$ cat config.mk
export PLATFORM = sky130hd
export DESIGN_NAME = regfile_write_port_flat
export DESIGN_NICKNAME = d
export VERILOG_FILES = /design/src/rtl/rv_regfile_pkg.sv /design/src/rtl/regfile_write_port_if.sv /design/src/rtl/regfile_write_port_dec5to32.sv /design/src/rtl/regfile_write_port.sv /design/src/flat_wrapper.sv
export SDC_FILE = /design/constraint.sdc
export NUM_CORES = 1
export LEC_CHECK = 0
export ABC_AREA = 1
export CORE_AREA = 2 2 430 432
export DETAILED_ROUTE_END_ITERATION = 10
export DIE_AREA = 0 0 432 434
export GPL_TIMING_DRIVEN = 0
export PLACE_DENSITY_LB_ADDON = 0.08
export SLEW_MARGIN = 25
export SYNTH_ARGS = -nofsm -noshare
export SYNTH_HDL_FRONTEND = slang
export SYNTH_HIERARCHICAL = 1
export SYNTH_SLANG_ARGS = --single-unit
$ cat constraint.sdc
create_clock -name clk -period 2.7 [get_ports clk]
set_input_delay 0.54 -clock clk [delete_from_list [all_inputs] [get_ports clk]]
set_output_delay 0.54 -clock clk [all_outputs]
set_load 0.005 [all_outputs]
$ cat src/rtl/rv_regfile_pkg.sv
// Shared types and sizing for the integer register file write side.
// The occupancy FSM encodes its state as the FIFO entry count.
package rv_regfile_pkg;

  localparam int XLEN  = 32;
  localparam int NREG  = 32;
  localparam int AW    = 5;
  localparam int DEPTH = 2;

  typedef struct packed {
    logic [AW-1:0]   rd;
    logic [XLEN-1:0] data;
  } wb_req_t;

  localparam logic [1:0] ST_EMPTY = 2'd0;
  localparam logic [1:0] ST_ONE   = 2'd1;
  localparam logic [1:0] ST_FULL  = 2'd2;

endpackage

$ cat src/rtl/regfile_write_port_if.sv
// Write-back request channel from the WB stage into the register file write port.
// valid/ready: a request transfers on a rising edge where wb_valid && wb_ready;
// while wb_valid=1 and wb_ready=0 the master holds wb_rd and wb_data stable.
interface regfile_write_port_if;
  import rv_regfile_pkg::*;

  logic            wb_valid;
  logic            wb_ready;
  logic [AW-1:0]   wb_rd;
  logic [XLEN-1:0] wb_data;

  modport master (output wb_valid, output wb_rd, output wb_data, input wb_ready);
  modport slave  (input wb_valid, input wb_rd, input wb_data, output wb_ready);

endinterface

$ cat src/rtl/regfile_write_port_dec5to32.sv
// One-hot write-enable decoder; all outputs low unless the drain condition enables it.
module dec5to32
  import rv_regfile_pkg::*;
(
  input  logic [AW-1:0]   i_addr,
  input  logic            i_en,
  output logic [NREG-1:0] o_we
);

  always_comb begin
    o_we = '0;
    if (i_en) o_we[i_addr] = 1'b1;
  end

endmodule

$ cat src/rtl/regfile_write_port.sv
// Register file write port: a 2-entry request FIFO drained one entry per cycle
// into 32x32 storage, with a pending flag and per-register busy mask for hazard stalls.
module regfile_write_port
  import rv_regfile_pkg::*;
(
  input  logic                 clk,
  input  logic                 rst_n,
  regfile_write_port_if.slave  wb,
  input  logic                 wr_hold,
  output logic [NREG*XLEN-1:0] regs_flat,
  output logic                 pending,
  output logic [NREG-1:0]      busy_mask,
  output logic [1:0]           dbg_state
);

  localparam int PW = (DEPTH > 1) ? $clog2(DEPTH) : 1;

  logic [1:0]      r_state;
  logic [PW-1:0]   r_wr_ptr;
  logic [PW-1:0]   r_rd_ptr;
  logic [DEPTH-1:0] r_vld;
  wb_req_t         r_fifo [DEPTH];
  logic [XLEN-1:0] r_regs [NREG];

  wb_req_t         w_head;
  logic            w_push;
  logic            w_pop;
  logic            w_we_en;
  logic [NREG-1:0] w_we;
  logic [1:0]      w_state_nxt;

  function automatic logic [PW-1:0] ptr_inc(input logic [PW-1:0] p);
    return (p == PW'(DEPTH - 1)) ? '0 : p + 1'b1;
  endfunction

  // Ready looks only at occupancy, never at a same-cycle pop, to keep it off the drain path.
  assign wb.wb_ready = rst_n && (r_state != ST_FULL);
  assign w_push      = wb.wb_valid && wb.wb_ready;
  assign w_head      = r_fifo[r_rd_ptr];
  assign w_pop       = (r_state != ST_EMPTY) && !wr_hold;
  assign w_we_en     = w_pop && (w_head.rd != '0);

  dec5to32 u_dec (
    .i_addr (w_head.rd),
    .i_en   (w_we_en),
    .o_we   (w_we)
  );

  always_comb begin
    w_state_nxt = r_state;
    case (r_state)
      ST_EMPTY: if (w_push) w_state_nxt = ST_ONE;
      ST_ONE: begin
        if (w_push && !w_pop)      w_state_nxt = ST_FULL;
        else if (!w_push && w_pop) w_state_nxt = ST_EMPTY;
      end
      ST_FULL:  if (w_pop) w_state_nxt = ST_ONE;
      default:  w_state_nxt = ST_EMPTY;
    endcase
  end

  always_ff @(posedge clk) begin
    if (!rst_n) begin
      r_state  <= ST_EMPTY;
      r_wr_ptr <= '0;
      r_rd_ptr <= '0;
      r_vld    <= '0;
      for (int i = 0; i < DEPTH; i++) r_fifo[i] <= '0;
    end else begin
      r_state <= w_state_nxt;
      if (w_pop) begin
        r_vld[r_rd_ptr] <= 1'b0;
        r_rd_ptr        <= ptr_inc(r_rd_ptr);
      end
      // Push and pop never touch the same slot: a pop needs count>=1, a push needs count<DEPTH.
      if (w_push) begin
        r_fifo[r_wr_ptr] <= '{rd: wb.wb_rd, data: wb.wb_data};
        r_vld[r_wr_ptr]  <= 1'b1;
        r_wr_ptr         <= ptr_inc(r_wr_ptr);
      end
    end
  end

  // Register 0 is never enabled by the decoder, so it holds its reset value forever.
  always_ff @(posedge clk) begin
    if (!rst_n) begin
      for (int r = 0; r < NREG; r++) r_regs[r] <= '0;
    end else begin
      for (int r = 0; r < NREG; r++) begin
        if (w_we[r]) r_regs[r] <= w_head.data;
      end
    end
  end

  always_comb begin
    busy_mask = '0;
    for (int i = 0; i < DEPTH; i++) begin
      if (r_vld[i]) busy_mask[r_fifo[i].rd] = 1'b1;
    end
    busy_mask[0] = 1'b0;
  end

  for (genvar r = 0; r < NREG; r++) begin : g_flat
    assign regs_flat[r*XLEN +: XLEN] = r_regs[r];
  end

  assign pending   = (r_state != ST_EMPTY);
  assign dbg_state = r_state;

endmodule

$ cat src/flat_wrapper.sv
// flat-port wrapper written by rule: the top's interface ports become plain ports
module regfile_write_port_flat import rv_regfile_pkg::*;
  (clk, rst_n, wr_hold, regs_flat, pending, busy_mask, dbg_state, wb_wb_valid, wb_wb_rd, wb_wb_data, wb_wb_ready);
  regfile_write_port_if wb_i ();
  input  logic clk;
  input  logic rst_n;
  input  logic wr_hold;
  output logic [NREG*XLEN-1:0] regs_flat;
  output logic pending;
  output logic [NREG-1:0] busy_mask;
  output logic [1:0] dbg_state;
  input wire logic [$bits(wb_i.wb_valid)-1:0] wb_wb_valid;
  input wire logic [$bits(wb_i.wb_rd)-1:0] wb_wb_rd;
  input wire logic [$bits(wb_i.wb_data)-1:0] wb_wb_data;
  output wire logic [$bits(wb_i.wb_ready)-1:0] wb_wb_ready;
  assign wb_i.wb_valid = wb_wb_valid;
  assign wb_i.wb_rd = wb_wb_rd;
  assign wb_i.wb_data = wb_wb_data;
  assign wb_wb_ready = wb_i.wb_ready;
  regfile_write_port u_core (.clk(clk), .rst_n(rst_n), .wb(wb_i), .wr_hold(wr_hold), .regs_flat(regs_flat), .pending(pending), .busy_mask(busy_mask), .dbg_state(dbg_state));
endmodule
==> metrics.md, run 1 <==
| Metric | Value |
|---|---|
| Status | `complete, but fails checks` |
| Failing checks | `negative setup slack` |
| Most frequent cell after synthesis | `edfxtp_1` |
| Die Height | `between 400 and 500 um` |
| CP max FO | `16` |
| CTS tree | `done` |
| Clk_lat worst skew | `around 0.8 ns` |
| Fin crit share | `100.0%` |
| Routed Antenna Nets | `0` |
| Placed Area | `0.05244 mm2` |
| Via count | `24580` |
| Final min period | `2.701 ns` |
| Largest cells by area after synthesis | `edfxtp_1 (87%), nor2_1 (6.8%), nand2_1 (1.6%)` |
| First-pass GRT wire length | `235400 um` |
| Worst Path Class, Setup | `flop to flop` |
| Multi-input gate area | `0.004867 mm2` |
| Filler cell count | `between 15000 and 20000` |
| Full die area | `0.1875 mm2` |
| Final net count | `approximately 3700` |
| Syn nets | `2358` |
| WP data required | `around 3.1 ns` |
| Fin. Hold Viols | `0` |
| R2R Setup Slk | `-0.001 ns` |
| Fin area | `0.05867 mm2` |
| Post-Syn Area | `0.03797 mm2` |
| Post-DP HPWL | `132600 um` |
| Layout cells sized above 1 | `14.95%` |
| Layout Skew | `0.04426 ns` |
| Critical Path Sink Type | `flop` |
| Post-synth EDFFs | `1098` |
| CP arrival | `3.13 ns` |
| Vias in the first global route | `23900` |
| Class of the worst hold path | `primary input to flop` |
| Dominant synthesized flop cell | `edfxtp_1` |
| FP Rows | `157` |
| Leak pwr | `~21 nW` |
| Power per cell area | `716.2 mW/mm2` |
| WL final | `approximately 190000 um` |
| CTS buffer count | `136` |
| Initial Util | `20.81%` |
| Final-report setup violation count | `1` |
| Max cap viols | `0` |
| Worst Slack Setup Final | `-0.001178 ns` |
| Actual slew at the worst max-slew pin | `0.8255 ns` |
| Grt ovf | `0` |
| Syn-to-layout area delta | `54.51%` |
| Via-to-Cell Ratio | `3.994` |
| YS warnings | `6` |
| Routability congestion estimate | `just under 0.8` |
| Port Buffers | `1099` |
| Synth Instances | `roughly 2300` |
| Max-slew violations | `0` |
| H-tree Lvls | `4` |
| Die X | `between 400 and 500 um` |
| Seq/Total Area, Yosys | `87.20%` |
| R2R cell count | `13` |
| Most frequent cells after synthesis | `edfxtp_1 (1098), nor2_1 (692), nand2_1 (162)` |
| Register bit count reported by yosys | `1105` |
| FMAX | `around 370 MHz` |
| Design Power | `0.04202 W` |
| Avg WL per Cell | `30.34 um` |
| Clock Sinks | `1105` |
| Root Driver | `clkbuf_16` |
| Ys async rst share | `0%` |
| 1st-pass router iterations | `5` |
| Max VDD drop | `0.5424 mV` |
| Synth cell types | `22` |
| Largest net degree at the start of global routing | `39` |
| Final core occ | `32.15%` |
| Hold buffers post-CTS | `0` |
| Clk pin slew, worst setup/hold paths | `0.06 ns` |
| Synth Area per Inst | `16.39 um2` |
| Io pins | `1101` |
| Synth top area share | `about 87%` |
| DRC | `0` |
| Clock buffer depth | `3` |
| Area leader, netlist | `edfxtp_1` |
| Register Area | `0.03312 mm2` |
| Worst reg2reg endpoint | `u_core/r_regs[1][124]$_DFFE_PP_` |
| CP Launch Type | `flop` |
| Initial antenna violation count | `20` |
| RSZ-0062 raised after global routing | `yes` |
| Relative slew slack | `44.96%` |
| GRT Total Usage | `18.89%` |
| Setup crit end | `u_core/r_regs[1][124]$_DFFE_PP_` |
| Core ar. | `approximately 0.18 mm2` |
| DRT iter0 DRCs | `1540` |
==> metal layers <==
layer,global-route usage (%),wire (um),up-vias,part of all wire (%)
met1,19.63,65100,12660,35
li1,-,-,10830,-
met3,6.177,13390,206,7.2
met5,0,172,-,0.092
met4,4.551,4239,28,2.3
met2,36.19,103800,850,56
==> sequential cells by signal, summed over array words and instances (netlist names), named ones only <==
| name | count |
|---|---|
| u_core/dbg_state | 2 |
| u_core/r_regs | 1024 |
| u_core/r_wr_ptr | 1 |
| u_core/r_fifo | 74 |
| u_core/r_rd_ptr | 1 |
| u_core/r_vld | 2 |
==> how the worst min path moves through the flow <==
stage,to,slack (ns),depth (start not counted),from
2_1_floorplan,u_core/r_wr_ptr$_SDFFE_PN0P_,0.45,2,u_core/r_wr_ptr$_SDFFE_PN0P_
3_3_place_gp,u_core/r_wr_ptr$_SDFFE_PN0P_,0.45,2,u_core/r_wr_ptr$_SDFFE_PN0P_
3_5_place_dp,u_core/r_wr_ptr$_SDFFE_PN0P_,0.46,2,u_core/r_wr_ptr$_SDFFE_PN0P_
4_1_cts,u_core/r_fifo[0][24]$_SDFFCE_PN0P_,0.35,3,wb_wb_data[24]
5_1_grt,u_core/r_fifo[1][24]$_SDFFCE_PN0P_,0.40,3,wb_wb_data[24]
6_report,u_core/r_fifo[0][3]$_SDFFCE_PN0P_,0.43,3,wb_wb_data[3]
==> logic make-up (layout without fill, tap and decap cells) <==
kind of cell,count (synthesis),count (layout),share of synthesized area [%]
DFF,1105,1105,87.20
and+or+nand+nor,936,952,9.691
buffers and inverters,230,1663,2.478
AOI/OAI and AO/OA,45,45,0.6162
other,1,5,0.009876
==> placed cells by master, fill, tap and decap left out, drive strengths merged, types with 4 or more instances in the layout <==
cell type	instances
nor3	9
clkdlybuf4s50	1067
nand2	205
dlymetal6s2s	7
dfxtp	7
buf	159
nand3	27
a21oi	6
diode	4
clkbuf	251
inv	119
bufinv	6
o21ai	35
clkinvlp	7
or2	17
nor2	692
clkinv	43
edfxtp	1098
==> power breakdown <==
part	leakage (nW)	internal (W)	switching [W]
registers	11.4	0.0199	0.000261
clock network	2.03	0.0101	0.00740
logic	7.46	0.00179	0.00255
==> timing repair <==
action	in CTS	in global routing
pin swaps	9	22
gates resized for setup	239	179
setup endpoints to repair	1772	987
cloned	15	8
buffers inserted	23	58
==> per-stage QoR <==
step / setup WS [ns] / hold WS (ns) / instances / TNS, ns
after CTS: -0.2551 / 0.3534 / 6090 / -14.70
after global routing: -0.05731 / 0.4025 / 6152 / -1.388
after detailed placement: -1.857 / 0.4636 / 5818 / -1812.85
final: -0.001178 / 0.4348 / 6155 / -0.001178
after floorplan: -0.1626 / 0.4460 / 2317 / -45.78
after global placement: -2.614 / 0.4538 / 5801 / -2446.69
==> worst max-delay path: stages, from the launching register on <==
cell,delay [ns]
dfxtp_2,0.33
buf_8,0.14
clkbuf_16,0.16
nand2_1,0.06
o21a_4,0.14
nand3_1,0.08
nor2_2,0.06
nor2_4,0.16
buf_6,0.13
nand3_4,0.08
buf_12,0.16
buf_4,0.13
nor2_2,0.31
or2_4,0.44
==> cell type report <==
cell class | count | share of cell area, %
inverter | 119 | 0.8126
clock buffer | 179 | 6.221
clock inverter | 56 | 0.9277
multi-input combinational | 998 | 8.296
sequential | 1105 | 56.45
timing repair buffer | 1200 | 20.89
tap | 2385 | 5.087
antenna | 4 | 0.01706
buffer | 109 | 1.295
No activity file was read; power rests on OpenSTA's default activity.
==> run 2, diff against run 1 <==
CTS_CLUSTER_SIZE = 16   (was not set)
==> results of run 2 <==
Same layout as run 1: the final DEF is identical, and so are final timing and power.
==> run 3, diff against run 2 <==
CELL_PAD_IN_SITES_DETAIL_PLACEMENT = 2   (was not set)
CELL_PAD_IN_SITES_GLOBAL_PLACEMENT = 2   (was not set)
CORE_AREA = 2 2 423 425   (was 2 2 430 432)
DIE_AREA = 0 0 425 427   (was 0 0 432 434)
GPL_TIMING_DRIVEN = 1   (was 0)
TNS_END_PERCENT = 20   (was not set)
==> metrics.md, run 3 (synthesis gave the netlist of run 1 again) <==
| Metric | Value |
|---|---|
| Avg WL per Cell | `32.70 um (+7.8%)` |
| Final min period | `2.750 ns (+0.04862 ns)` |
| Most frequent cells in the layout | `edfxtp_1 (1098), clkdlybuf4s50_1 (1067), nor2_1 (692), buf_4 (170), clkbuf_16 (137)` |
| Clk pin slew, worst setup/hold paths | `0.06 ns (about the same)` |
| H-tree Lvls | `4 (unchanged)` |
| Largest regs | `u_core/r_regs x1024, u_core/r_fifo x74` |
| FMAX | `363.7 MHz (-1.8%)` |
| Failing checks | `negative setup slack` |
| Root Driver | `clkbuf_16` |
| Worst Slack Setup Final | `-0.04980 ns (-0.04862 ns)` |
| Status | `complete, but fails checks` |
| Max-slew violations | `0 (unchanged)` |
| Final net count | `3748 (+1.0%)` |
| Max cap viols | `0 (unchanged)` |
| Power per cell area | `724.6 mW/mm2 (+1.2%)` |
| Final-report setup violation count | `15 (+14)` |
| CTS buffer count | `135 (-0.74%)` |
| DRT iter0 DRCs | `1489 (-3.3%)` |
| Leak pwr | `21.13 nW (+1.3%)` |
| Actual slew at the worst max-slew pin | `0.8206 ns (-0.004953 ns)` |
| Via-to-Cell Ratio | `4.126 (+3.3%)` |
| Fin. Hold Viols | `0 (unchanged)` |
| 1st-pass router iterations | `5 (unchanged)` |
| DRC | `0 (unchanged)` |
| Most flops, register | `u_core/r_regs` |
| CP Launch Type | `flop` |
| GRT Total Usage | `21.59% (+2.7 points)` |
| WL final | `201800 um (+8.1%)` |
| Setup TNS | `-0.3775 ns (-0.3764 ns)` |
| WP data required | `2.16 ns (-0.97 ns)` |
| Routability congestion estimate | `0.8143 (+4.9%)` |
| Max VDD drop | `0.6210 mV (+14%)` |
| FP Rows | `155 (-1.3%)` |
| Clock Sinks | `1105 (unchanged)` |
| Vias in the first global route | `26940 (+13%)` |
| CTS tree | `done` |
| Max reg flops | `1024 (unchanged)` |
| Routed Antenna Nets | `0 (unchanged)` |
| Critical Path Sink Type | `output pin` |
| Io pins | `1101 (unchanged)` |
| Layout cells sized above 1 | `15.78% (+0.83 points)` |
| First-pass GRT wire length | `262100 um (+11%)` |
| Post-DP HPWL | `154200 um (+16%)` |
| Core ar. | `0.1773 mm2 (-2.9%)` |
| Port Buffers | `1099 (unchanged)` |
| Class of the worst hold path | `primary input to flop` |
| Layout Skew | `0.02356 ns (-0.02070 ns)` |
| Relative slew slack | `45.23% (+0.27 points)` |
| Most common cell after layout, fill and taps aside | `edfxtp_1` |
| CP arrival | `2.21 ns (-0.92 ns)` |
| Worst Path Class, Setup | `flop to output pin` |
| CP max FO | `4 (-12)` |
| Full die area | `0.1815 mm2 (-3.2%)` |
| Syn-to-layout area delta | `55.05%` |
| Grt ovf | `0 (unchanged)` |
| Fin crit share | `101.8% (+1.8 points)` |
| RSZ-0062 raised after global routing | `yes` |
| Initial antenna violation count | `12 (-40%)` |
| Clk_lat worst skew | `0.78 ns (about the same)` |
| Die X | `425 um (-1.6%)` |
| R2R Setup Slk | `0.12 ns (+0.12 ns)` |
| Via count | `25460 (+3.6%)` |
| Die Height | `427 um (-1.6%)` |
| Largest net degree at the start of global routing | `39 (unchanged)` |
| Design Power | `0.04266 W (+1.5%)` |
| Clock buffer depth | `3 (unchanged)` |
| Initial Util | `21.42% (+0.61 points)` |
==> run 3: final timing paths <==
check,start,end,cells after the start
worst max-delay path,u_core/r_fifo[0][35]$_SDFFCE_PN0P_,busy_mask[13],8
worst min register to register,u_core/r_wr_ptr$_SDFFE_PN0P_,u_core/r_wr_ptr$_SDFFE_PN0P_,2
worst min-delay path,rst_n,u_core/dbg_state[0]$_SDFFE_PN0P_,3
worst max register to register,u_core/r_fifo[0][36]$_SDFFCE_PN0P_,u_core/r_regs[1][497]$_DFFE_PP_,11
==> run 3: stage by stage <==
stage                     instance area (um2)  hold WS [ns]  utilization, %  instances  worst slack [ns]
after CTS                               58720       0.09433           33.13       6158           -0.1707
final                                   58870        0.1772           33.21       6170          -0.04980
after global routing                    58860        0.1495           33.20       6164           -0.1783
after floorplan                         37970        0.4460               -       2317           -0.1626
after global placement                  54090        0.4567           30.52       5890           -0.4456
after detailed placement                54090        0.4798           30.52       5890           -0.4515
==> run 3: timing repair <==
action / 4_1_cts / 5_1_grt
gates resized for setup: 211 / 33
pin swaps: 14 / 10
endpoints found under the setup margin: 887 / 769
hold buffers: 0 / 0
buffers inserted: 30 / 6
==> run 3: critical path, cell delays in order (launching register included) <==
cell and delay, ns:
edfxtp_1 0.38, buf_6 0.14, clkinvlp_4 0.16, nor3_4 0.25, buf_4 0.15, buf_4 0.10, nand2_2 0.03, o21ai_1 0.05
buf_2 0.14
==> run 3: final cells by class <==
type,count,area [um2]
Antenna cell,6,15.01
Clock buffer,165,3533
Clock inverter,74,748.2
Fill cell,18160,118400
Inverter,119,461.7
Multi-Input combinational cell,982,4210
Sequential cell,1105,33120
Tap cell,2355,2947
Timing Repair Buffer,1364,13840
==> run 3: power breakdown <==
group | leakage (nW) | switching (W) | internal [W]
Combinational | 7.68 | 0.00263 | 0.00193
Clock | 2.07 | 0.00752 | 0.0103
Sequential | 11.4 | 0.000347 | 0.0199
Total | 21.1 | 0.0105 | 0.0322
==> run 3: layer usage <==
layer	share of wire [%]	vias to the layer above	GRT usage, %	routed length [um]
li1	-	10890	-	-
met4	2.5	12	5.946	5069
met5	0.038	-	0	76
met3	5.0	218	4.414	10050
met2	54	800	40.22	108400
met1	39	13540	24.82	78150
